### config.mk
export PLATFORM = sky130hd
export DESIGN_NAME = wb_stage_buf
export DESIGN_NICKNAME = d
export VERILOG_FILES = /design/src/rtl/wb_stage_buf.sv
export SDC_FILE = /design/constraint.sdc
export NUM_CORES = 1
export LEC_CHECK = 0
export BUFFER_PORTS_ARGS = -buffer_cell sky130_fd_sc_hd__clkbuf_2
export CAP_MARGIN = 20
export CORE_MARGIN = 8
export CORE_UTILIZATION = 45
export CTS_CLUSTER_DIAMETER = 200
export CTS_CLUSTER_SIZE = 24
export DETAILED_ROUTE_END_ITERATION = 7
export PLACE_DENSITY = 0.68
export SLEW_MARGIN = 10
export SYNTH_ARGS = -nofsm -noshare
export SYNTH_HDL_FRONTEND = slang
export SYNTH_SLANG_ARGS = --single-unit
### constraint.sdc
create_clock -name clk_in -period 4.7 [get_ports clk_in]
set_clock_uncertainty 0.15 [all_clocks]
set_input_delay 0 -clock clk_in [delete_from_list [all_inputs] [get_ports clk_in]]
set_output_delay 0 -clock clk_in [all_outputs]
set_load 0.03 [all_outputs]
### src/rtl/wb_stage_buf.sv
// ---------------------------------------------------------------------------
// wb_stage_buf
//
// Registered writeback stage. Takes one retiring op per cycle from execute,
// picks its writeback value, and queues completed register writes in a small
// FIFO that drains into the register-file write port. Loads are held in a
// pending slot until the load unit returns data. A lookup port returns the
// youngest queued (or pending) value for a register so that younger
// instructions can forward or stall. Also provides the ALU operand-2 select.
//
// Ports
//   clk_in, rst_n_in           clock / asynchronous active-low reset
//   ex_valid_in, ex_ready_out  execute -> writeback handshake
//   rd_addr_in, rd_wr_en_in    destination register and write enable of the op
//   wb_mux_sel_in              writeback source select (000 ALU, 001 load,
//                              010 imm, 011 iadder, 101 pc+4, others -> 0)
//   alu_src_in                 operand-2 select (1: rs2, 0: imm)
//   imm_in, rs2_in, alu_result_in, iadder_out_in, pc_plus_4_in  source values
//   lu_valid_in, lu_output_in  load-unit return (one pulse per load)
//   alu_2_src_mux_out          combinational operand-2 mux
//   wb_valid_out, wb_ready_in  FIFO head handshake to the register file
//   wb_rd_out, wb_data_out     FIFO head contents (zero when empty)
//   fwd_addr_in                forwarding lookup register
//   fwd_hit_out, fwd_data_out  lookup result (data 0 while a load is in flight)
// ---------------------------------------------------------------------------
module wb_stage_buf #(
    parameter int XLEN    = 32,
    parameter int RADDR_W = 5,
    parameter int DEPTH   = 4
) (
    input  logic               clk_in,
    input  logic               rst_n_in,
    input  logic               ex_valid_in,
    output logic               ex_ready_out,
    input  logic [RADDR_W-1:0] rd_addr_in,
    input  logic               rd_wr_en_in,
    input  logic [2:0]         wb_mux_sel_in,
    input  logic               alu_src_in,
    input  logic [XLEN-1:0]    imm_in,
    input  logic [XLEN-1:0]    rs2_in,
    input  logic [XLEN-1:0]    alu_result_in,
    input  logic [XLEN-1:0]    iadder_out_in,
    input  logic [XLEN-1:0]    pc_plus_4_in,
    input  logic               lu_valid_in,
    input  logic [XLEN-1:0]    lu_output_in,
    output logic [XLEN-1:0]    alu_2_src_mux_out,
    output logic               wb_valid_out,
    input  logic               wb_ready_in,
    output logic [RADDR_W-1:0] wb_rd_out,
    output logic [XLEN-1:0]    wb_data_out,
    input  logic [RADDR_W-1:0] fwd_addr_in,
    output logic               fwd_hit_out,
    output logic [XLEN-1:0]    fwd_data_out
);

    localparam int PTR_W = $clog2(DEPTH);
    localparam int CNT_W = PTR_W + 1;

    localparam logic [2:0] SEL_ALU    = 3'b000;
    localparam logic [2:0] SEL_LOAD   = 3'b001;
    localparam logic [2:0] SEL_IMM    = 3'b010;
    localparam logic [2:0] SEL_IADDER = 3'b011;
    localparam logic [2:0] SEL_PC4    = 3'b101;

    typedef enum logic [1:0] {
        ST_IDLE    = 2'd0,
        ST_WAIT_LD = 2'd1,
        ST_HOLD    = 2'd2
    } state_e;

    // Control state
    state_e               state_q, state_d;
    logic [RADDR_W-1:0]   pend_rd_q, pend_rd_d;
    logic                 pend_wr_q, pend_wr_d;
    logic [XLEN-1:0]      hold_data_q, hold_data_d;

    // FIFO state
    logic [PTR_W-1:0]     wr_ptr_q, wr_ptr_d;
    logic [PTR_W-1:0]     rd_ptr_q, rd_ptr_d;
    logic [CNT_W-1:0]     count_q, count_d;
    logic [RADDR_W-1:0]   mem_rd_q   [DEPTH];
    logic [RADDR_W-1:0]   mem_rd_d   [DEPTH];
    logic [XLEN-1:0]      mem_data_q [DEPTH];
    logic [XLEN-1:0]      mem_data_d [DEPTH];

    // Internal strobes
    logic                 fifo_full;
    logic                 pop;
    logic                 accept;
    logic                 op_writes;
    logic [XLEN-1:0]      sel_value;
    logic                 push;
    logic [RADDR_W-1:0]   push_rd;
    logic [XLEN-1:0]      push_data;

    // -----------------------------------------------------------------------
    // Datapath selects and handshakes
    // -----------------------------------------------------------------------
    assign alu_2_src_mux_out = alu_src_in ? rs2_in : imm_in;

    assign fifo_full    = (count_q == CNT_W'(DEPTH));
    assign wb_valid_out = (count_q != '0);
    assign pop          = wb_valid_out && wb_ready_in;

    // Reset is folded in so the stage never advertises readiness while the
    // rest of the pipeline is still being cleared.
    assign ex_ready_out = rst_n_in && (state_q == ST_IDLE) && !fifo_full;
    assign accept       = ex_valid_in && ex_ready_out;

    // x0 is hard-wired zero, so writes to it are dropped here rather than
    // occupying a FIFO slot.
    assign op_writes    = rd_wr_en_in && (rd_addr_in != '0);

    // Head is gated so an empty FIFO presents zeros instead of stale entries.
    assign wb_rd_out    = wb_valid_out ? mem_rd_q[rd_ptr_q]   : '0;
    assign wb_data_out  = wb_valid_out ? mem_data_q[rd_ptr_q] : '0;

    always_comb begin
        case (wb_mux_sel_in)
            SEL_ALU:    sel_value = alu_result_in;
            SEL_LOAD:   sel_value = lu_output_in;
            SEL_IMM:    sel_value = imm_in;
            SEL_IADDER: sel_value = iadder_out_in;
            SEL_PC4:    sel_value = pc_plus_4_in;
            default:    sel_value = '0;
        endcase
    end

    // -----------------------------------------------------------------------
    // Control FSM: decides what (if anything) is pushed this cycle
    // -----------------------------------------------------------------------
    // NOTE: every signal written here gets a default first, so no path leaves
    // one unassigned and no latch is inferred.
    always_comb begin
        state_d     = state_q;
        pend_rd_d   = pend_rd_q;
        pend_wr_d   = pend_wr_q;
        hold_data_d = hold_data_q;
        push        = 1'b0;
        push_rd     = '0;
        push_data   = '0;

        case (state_q)
            ST_IDLE: begin
                if (accept) begin
                    if (wb_mux_sel_in == SEL_LOAD) begin
                        if (lu_valid_in) begin
                            // Data arrived with the op: no need to park it.
                            push      = op_writes;
                            push_rd   = rd_addr_in;
                            push_data = lu_output_in;
                        end else begin
                            state_d   = ST_WAIT_LD;
                            pend_rd_d = rd_addr_in;
                            pend_wr_d = op_writes;
                        end
                    end else begin
                        push      = op_writes;
                        push_rd   = rd_addr_in;
                        push_data = sel_value;
                    end
                end
            end

            ST_WAIT_LD: begin
                if (lu_valid_in) begin
                    if (!pend_wr_q) begin
                        // Load to x0 or without write enable: just retire it.
                        state_d = ST_IDLE;
                    end else if (!fifo_full) begin
                        push      = 1'b1;
                        push_rd   = pend_rd_q;
                        push_data = lu_output_in;
                        state_d   = ST_IDLE;
                    end else begin
                        // The load unit does not re-send, so the data must be
                        // captured even when there is no slot for it yet.
                        hold_data_d = lu_output_in;
                        state_d     = ST_HOLD;
                    end
                end
            end

            ST_HOLD: begin
                // A pop in the same cycle frees the slot this push uses.
                if (!fifo_full || pop) begin
                    push      = 1'b1;
                    push_rd   = pend_rd_q;
                    push_data = hold_data_q;
                    state_d   = ST_IDLE;
                end
            end

            default: state_d = ST_IDLE;
        endcase
    end

    // -----------------------------------------------------------------------
    // FIFO next state
    // -----------------------------------------------------------------------
    always_comb begin
        mem_rd_d   = mem_rd_q;
        mem_data_d = mem_data_q;
        wr_ptr_d   = wr_ptr_q;
        rd_ptr_d   = rd_ptr_q;
        count_d    = count_q;

        if (push) begin
            mem_rd_d[wr_ptr_q]   = push_rd;
            mem_data_d[wr_ptr_q] = push_data;
            // DEPTH is a power of two, so the natural overflow wraps the pointer.
            wr_ptr_d             = wr_ptr_q + PTR_W'(1);
        end
        if (pop) begin
            rd_ptr_d = rd_ptr_q + PTR_W'(1);
        end

        case ({push, pop})
            2'b10:   count_d = count_q + CNT_W'(1);
            2'b01:   count_d = count_q - CNT_W'(1);
            default: count_d = count_q;
        endcase
    end

    // -----------------------------------------------------------------------
    // Forwarding lookup: youngest match wins
    // -----------------------------------------------------------------------
    always_comb begin
        logic [PTR_W-1:0] idx;
        idx          = '0;
        fwd_hit_out  = 1'b0;
        fwd_data_out = '0;

        if (fwd_addr_in != '0) begin
            // Walk oldest to youngest so a later match overrides an earlier one.
            for (int i = 0; i < DEPTH; i++) begin
                idx = rd_ptr_q + PTR_W'(i);
                if ((CNT_W'(i) < count_q) && (mem_rd_q[idx] == fwd_addr_in)) begin
                    fwd_hit_out  = 1'b1;
                    fwd_data_out = mem_data_q[idx];
                end
            end
            // The pending load is younger than anything already queued. While
            // its data is outstanding the hit carries 0 and the consumer stalls.
            if ((state_q != ST_IDLE) && pend_wr_q && (pend_rd_q == fwd_addr_in)) begin
                fwd_hit_out  = 1'b1;
                fwd_data_out = (state_q == ST_HOLD) ? hold_data_q : '0;
            end
        end
    end

    // -----------------------------------------------------------------------
    // State registers
    // -----------------------------------------------------------------------
    // NOTE: sequential state uses non-blocking assignments so every flop
    // samples the pre-edge values regardless of statement order.
    always_ff @(posedge clk_in or negedge rst_n_in) begin
        if (!rst_n_in) begin
            state_q     <= ST_IDLE;
            pend_rd_q   <= '0;
            pend_wr_q   <= 1'b0;
            hold_data_q <= '0;
            wr_ptr_q    <= '0;
            rd_ptr_q    <= '0;
            count_q     <= '0;
        end else begin
            state_q     <= state_d;
            pend_rd_q   <= pend_rd_d;
            pend_wr_q   <= pend_wr_d;
            hold_data_q <= hold_data_d;
            wr_ptr_q    <= wr_ptr_d;
            rd_ptr_q    <= rd_ptr_d;
            count_q     <= count_d;
        end
    end

    // NOTE: the storage array has no reset; entries are only observable
    // through count_q, which is reset, so stale contents are never visible.
    always_ff @(posedge clk_in) begin
        mem_rd_q   <= mem_rd_d;
        mem_data_q <= mem_data_d;
    end

endmodule
Word level (Yosys, flattened, before mapping). Index checks and enable logic that the tools add are counted. W data, S select, Z words.

$lt $le $gt $ge: 10. Equality and inequality tests: 19. Bitwise logic cells: 6. Mux-type cells: 80. Add/sub/neg operators: 6. Reductions and logical operators: 24.

Operators with widths (number): $mux W32 (25); $bmux W32 S2 (4); $bwmux W128 (1); $pmux W32 S4 (1); $pmux W32 S3 (1); $mux W5 (17); $demux W32 S2 (1); $bmux W5 S2 (4); $eq A5 B5 Y1 (5); $bwmux W20 (1); $ge A3 B3 Y1 const B (5); $not A2 Y3 (5); $pmux W5 S3 (1); $mux W2 (7); $mux W1 (13); $logic_and A1 B1 Y1 (12); $demux W5 S2 (1); $reduce_bool A5 Y1 (2); $ne A2 B2 Y1 const B (4); $reduce_and A4 Y1 (2); $eq A3 B2 Y1 const B (2); $eq A3 B3 Y1 const B (2); $lt A1 B3 Y1 const A (2); $lt A2 B3 Y1 const A (2); other kinds (20) (25).

Output and inout bits: 104. Bits of input ports: 212. Register bits: 195. Word-level logic and storage cells: 160.

Logic depth before layout (Yosys ltp).
Depth after elaboration: 12. Depth in mapped cells: 12. Mapped depth without buffers: 11.

Least setup slack after synthesis. Ideal clock, no wire load.

Path kind: register to register. From: register count_q[0]. To: register mem_data_q[0] in the netlist's numbering, enable pin. Clock period less this slack: 3.551 ns. Setup time: 0.398 ns. Setup slack: 1.149 ns. Cell stages (with the launch flop): 8. Path buffers: 0. Arrival time: 3.003 ns. Data required time: 4.152 ns. Path through: dfrtp_1 > inv_1 > ha_1 > nand2_1 > and3_1 > nand2_1 > o32ai_1 > and2_1.

Longest elaborated chain between the ends: 6.

Ends and longest elaborated chain: start: declaration (RTL line 80) `logic [CNT_W-1:0] count_q, count_d;`; start signal: assignment (RTL line 273) `count_q <= count_d;`; $eq A3 B3 Y1 (RTL line 101) `assign fifo_full = (count_q == CNT_W'(DEPTH));`; $logic_not A1 Y1 (RTL line 107) `assign ex_ready_out = rst_n_in && (state_q == ST_IDLE) && !fifo_full;`; $logic_and A1 B1 Y1 (RTL line 107); via ex_ready_out (RTL line 34) `output logic ex_ready_out,`; $logic_and A1 B1 Y1 (RTL line 108) `assign accept = ex_valid_in && ex_ready_out;`; $mux W1 (RTL line 145) `if (accept) begin`; $pmux W1 S3 (RTL line 143) `case (state_q)`; end signal: assignment (RTL line 281) `mem_data_q <= mem_data_d;`; end: declaration (RTL line 83) `logic [XLEN-1:0] mem_data_q [DEPTH];`.

The timed path passes the listed nets, and every way through them passes these cells. A chain may end at the register's enable or synchronous reset.

Worst setup path in the final report.
From: register rd_ptr_q[0]. To: output port fwd_data_out[18].

Longest elaborated chain between the ends: 12.

Ends and longest elaborated chain: start: declaration (RTL line 79) `logic [PTR_W-1:0] rd_ptr_q, rd_ptr_d;`; start signal: assignment (RTL line 272) `rd_ptr_q <= rd_ptr_d;`; $add A2 B1 Y2 / $not A2 Y3 (equally long branches) (RTL line 237, 238, 240); $not A2 Y3 (not written as such) / $bmux W5 S2 (equally long branches) (RTL line 238, 240); $bmux W5 S2 / $mux W5 (equally long branches) (RTL line 238) `if ((CNT_W'(i) < count_q) && (mem_rd_q[idx] == fwd_addr_in)) begin`; $mux W5 (not written as such) (RTL line 238); $mux W5 (not written as such) / $eq A5 B5 Y1 (equally long branches) (RTL line 238); $eq A5 B5 Y1 / $logic_and A1 B1 Y1 (equally long branches) (RTL line 238); $logic_and A1 B1 Y1 / $mux W32 (equally long branches) (RTL line 238); $mux W32 (2 in series) (RTL line 238); $mux W32 (*) (RTL line 238); $mux W32 (*) (RTL line 245) `if ((state_q != ST_IDLE) && pend_wr_q && (pend_rd_q == fwd_addr_in)) begin`; $mux W32 (*) (RTL line 234) `if (fwd_addr_in != '0) begin`; end: declaration (RTL line 53) `output logic [XLEN-1:0] fwd_data_out`.

Every way passes the cells marked *; elsewhere a longest branch is shown, timed or not. The select of a mux whose other input is x is not followed.

==> flow_metrics.tcl <==
set metrics [dict create \
    grtUsageTotal 0.270 \
    clock_sinks 195 \
    syn_area_per_cell_um2 10.7 \
    cp-endpoint "fwd_data_out[18]" \
    hold_path.class "in -> reg" \
    area_growth_syn_to_layout_pct 21.0 \
    core_area_um2 31200 \
    drt_iter0_drc 1391 \
    tightestPinTransition_ns 1.08 \
    multi_input_area_um2 7870 \
    reg2reg_from "count_q[0]$_DFFE_PN0P_" \
    num-fill-cells 2793 \
    ff2ff_setup_slack_ns 1.40 \
    slew_viol_final 0 \
    clockRootBuffer "clkbuf_16" \
    postCtsSetupRepairBufs 0 \
    h-tree-depth 4 \
    p_int_w 0.00485 \
    seq_area_um2 5630 \
    overflow 0 \
    ys_warn_count 0 \
    initial_core_util 0.451 \
    ys_async_sr_fraction 0.241 \
    r2r-end "mem_data_q[8]$_DFFE_PP_" \
    ys_seq_elements 195 \
    drive_gt1_frac 0.411 \
    synthDominantCellAreaShare 0.315 \
    clock_power_share 0.174 \
    antenna_found_initial 8 \
    die_area_um2 37300 \
    dp_hpwl_um 37100 \
    synthCells 1321 \
    clk_latency_ns 0.45 \
    path_clk_slew_ns 0.07 \
    synthFlopType "edfxtp_1" \
    ant_nets 0 \
    drt_pass1_iterations 5 \
    setup_violations 0 \
    grt_pass1_vias 12730 \
    core.rowCount 65 \
    placed_cells 1937 \
    switching_share 0.464 \
    synth_common_cells "mux2_2 (169), edfxtp_1 (148), clkbuf_1 (104), mux2i_1 (91), nor2_1 (90)" \
    pwr-share-comb 0.585 \
    timing.final.crit_share 0.907 \
    cts_buffers 17 \
    num_vias 12804 \
    r2r.worst_path.cells 10 \
    ys_types 60 \
    dieWidth_um 193 \
    die_h_um 193 \
    startpoint "rd_ptr_q[0]$_DFFE_PN0P_" \
    io_buffer_count 315 \
    fin_cells 2022 \
    crit_path_end_kind "output port" \
    p_seq_frac 0.242 \
    synth_edf_count 148 \
    drv_cap 0 \
    syn-num-nets 1542 \
    nNetsFinal 1819 \
    worstPathArrival_ns 4.11 \
    hold_viol 0 \
    power.static_leakage_nw 6.80 \
    powerDensity_nw_per_um2 530 \
    final.setup.tns_ns 0 \
    fin_crit_ns 4.26 \
    grt_pass1_wl_um 76600 \
    switchingPower_w 0.00420 \
    cp.required_ns 4.55 \
    critPathMaxFanout 42 \
    via_per_inst 6.33 \
    ir_drop_mv 0.428 \
    route.detailed.drc 0 \
    rsz0062_at_grt "no" \
    status "completed" \
    yosysMostFrequentCell "mux2_2" \
    cts_buffer_depth 2 \
    ios 316 \
    yosysSeqAreaShare 0.399 \
    tritoncts "yes" \
    max_slew_margin 0.282 \
    critPathLaunchType "flip-flop" \
    grt_max_degree 130 \
    yosys.area.top_type "edfxtp_1" \
    clock.fmax_mhz 235 \
    synth_area_um2 14100 \
    wirelength_um 51200 \
    wire_per_inst_um 25.3 \
    synthTopCellsByArea "edfxtp_1 (32%), mux2_2 (13%), dfrtp_1 (8.3%)" \
    gp_congestion 0.847 \
    worstSetupPathType "reg -> out" \
]
[critical path, cell delays in order (launching register included)]
cell and delay (ns):
dfrtp_4 0.79, mux4_2 0.60, xor2_1 0.18, nor4_4 0.61, nand2_2 0.10, buf_4 0.23, nor3_1 0.23, o221ai_1 0.16
a211oi_1 0.45, clkbuf_2 0.29
[power by group through the flow]
stage / combinational, W / sequential (W) / clock, W
2_1_floorplan: 0.00395 / 0.00208 / 0
5_1_grt: 0.00562 / 0.00221 / 0.00164
4_1_cts: 0.00528 / 0.00218 / 0.00159
3_5_place_dp: 0.00523 / 0.00222 / 0
3_3_place_gp: 0.00517 / 0.00221 / 0
6_report: 0.00529 / 0.00219 / 0.00157
[stage by stage]
step | hold slack, ns | instance area (µm²) | total power [W] | util | setup slack [ns]
6_report | 0.0235 | 17100 | 0.00905 | 0.546 | 0.438
5_1_grt | 0.0379 | 17100 | 0.00947 | 0.546 | 0.223
4_1_cts | 0.00892 | 17000 | 0.00905 | 0.545 | 0.440
3_5_place_dp | 0.0203 | 15900 | 0.00745 | 0.510 | 0.923
3_3_place_gp | 0.0118 | 15900 | 0.00738 | 0.510 | 0.933
2_1_floorplan | -0.446 | 14100 | 0.00603 | - | 1.15
[area by class of cell]
class | count | area share
sequential | 195 | 0.330
clock buffer | 23 | 0.0318
antenna | 9 | 0.00132
multi-input combinational | 974 | 0.461
tap | 402 | 0.0295
clock inverter | 9 | 0.00638
inverter | 12 | 0.00271
timing repair buffer | 398 | 0.137
[per-layer routing]
layer  global-route usage  vias up  share of wire
met3               0.0433       93          0.084
li1                     -     5780              -
met2                0.452      681           0.49
met5                    0        -              0
met4                0.111        0          0.035
met1                0.345     6250           0.39
[worst min path at each step]
stage	startpoint	endpoint	slack, ns	cells past startpoint
after floorplan	rst_n_in	count_q[0]$_DFFE_PN0P_	-0.45	0
after global placement	rst_n_in	state_q[0]$_DFFE_PN0P_	0.01	2
after detailed placement	rst_n_in	state_q[0]$_DFFE_PN0P_	0.02	2
after CTS	ex_valid_in	pend_rd_q[2]$_DFFE_PN0P_	0.009	3
after global routing	ex_valid_in	pend_rd_q[3]$_DFFE_PN0P_	0.04	3
final	ex_valid_in	pend_rd_q[2]$_DFFE_PN0P_	0.02	3
[kinds of logic (layout without fill, tap and decap cells)]
family / Yosys count / after routing / synth area share
mux: 280 / 280 / 0.233
xor+xnor: 31 / 31 / 0.0193
buf+inv: 152 / 442 / 0.0466
other cells: 0 / 9 / 0
compound gates: 403 / 403 / 0.210
simple gates: 251 / 251 / 0.0849
flops: 195 / 195 / 0.399
fa+ha+maj: 9 / 9 / 0.00799
[layout by cell type, fill, tap and decap left out, types with 6 or more instances in the layout]
cell             n
a211oi_1        43
a211oi_2        14
a21oi_1         41
a221oi_1        32
a22oi_1         63
a311o_1         23
a31o_2          26
a31oi_1         34
and2_1          11
buf_4           37
clkbuf_16       20
clkbuf_2       315
dfrtp_1         45
diode_2          9
dlygate4sd3_1   43
edfxtp_1       148
ha_1             9
inv_1           10
mux2_2         169
mux2i_1         91
mux4_2          16
nand2_1         39
nor2_1          84
nor3_1          58
o2111ai_1        6
o211ai_1        20
o21ai_0         72
o221ai_1         6
or2_2           25
xnor2_1         19
xor2_1          12
[what timing repair did]
action | in CTS | in global routing
hold buffers | 43 | 0
setup endpoints to repair | 0 | 0
endpoints found under the hold margin | 174 | 0
resized for setup | 0 | 0
[sequential cells by signal, indices dropped and copies added (netlist names)]
signal and count:
mem_data_q 128, state_q 2, pend_wr_q 1, count_q 3, mem_rd_q 20, hold_data_q 32, pend_rd_q 5, wr_ptr_q 2
rd_ptr_q 2
Power figures use the tool's default switching activity.
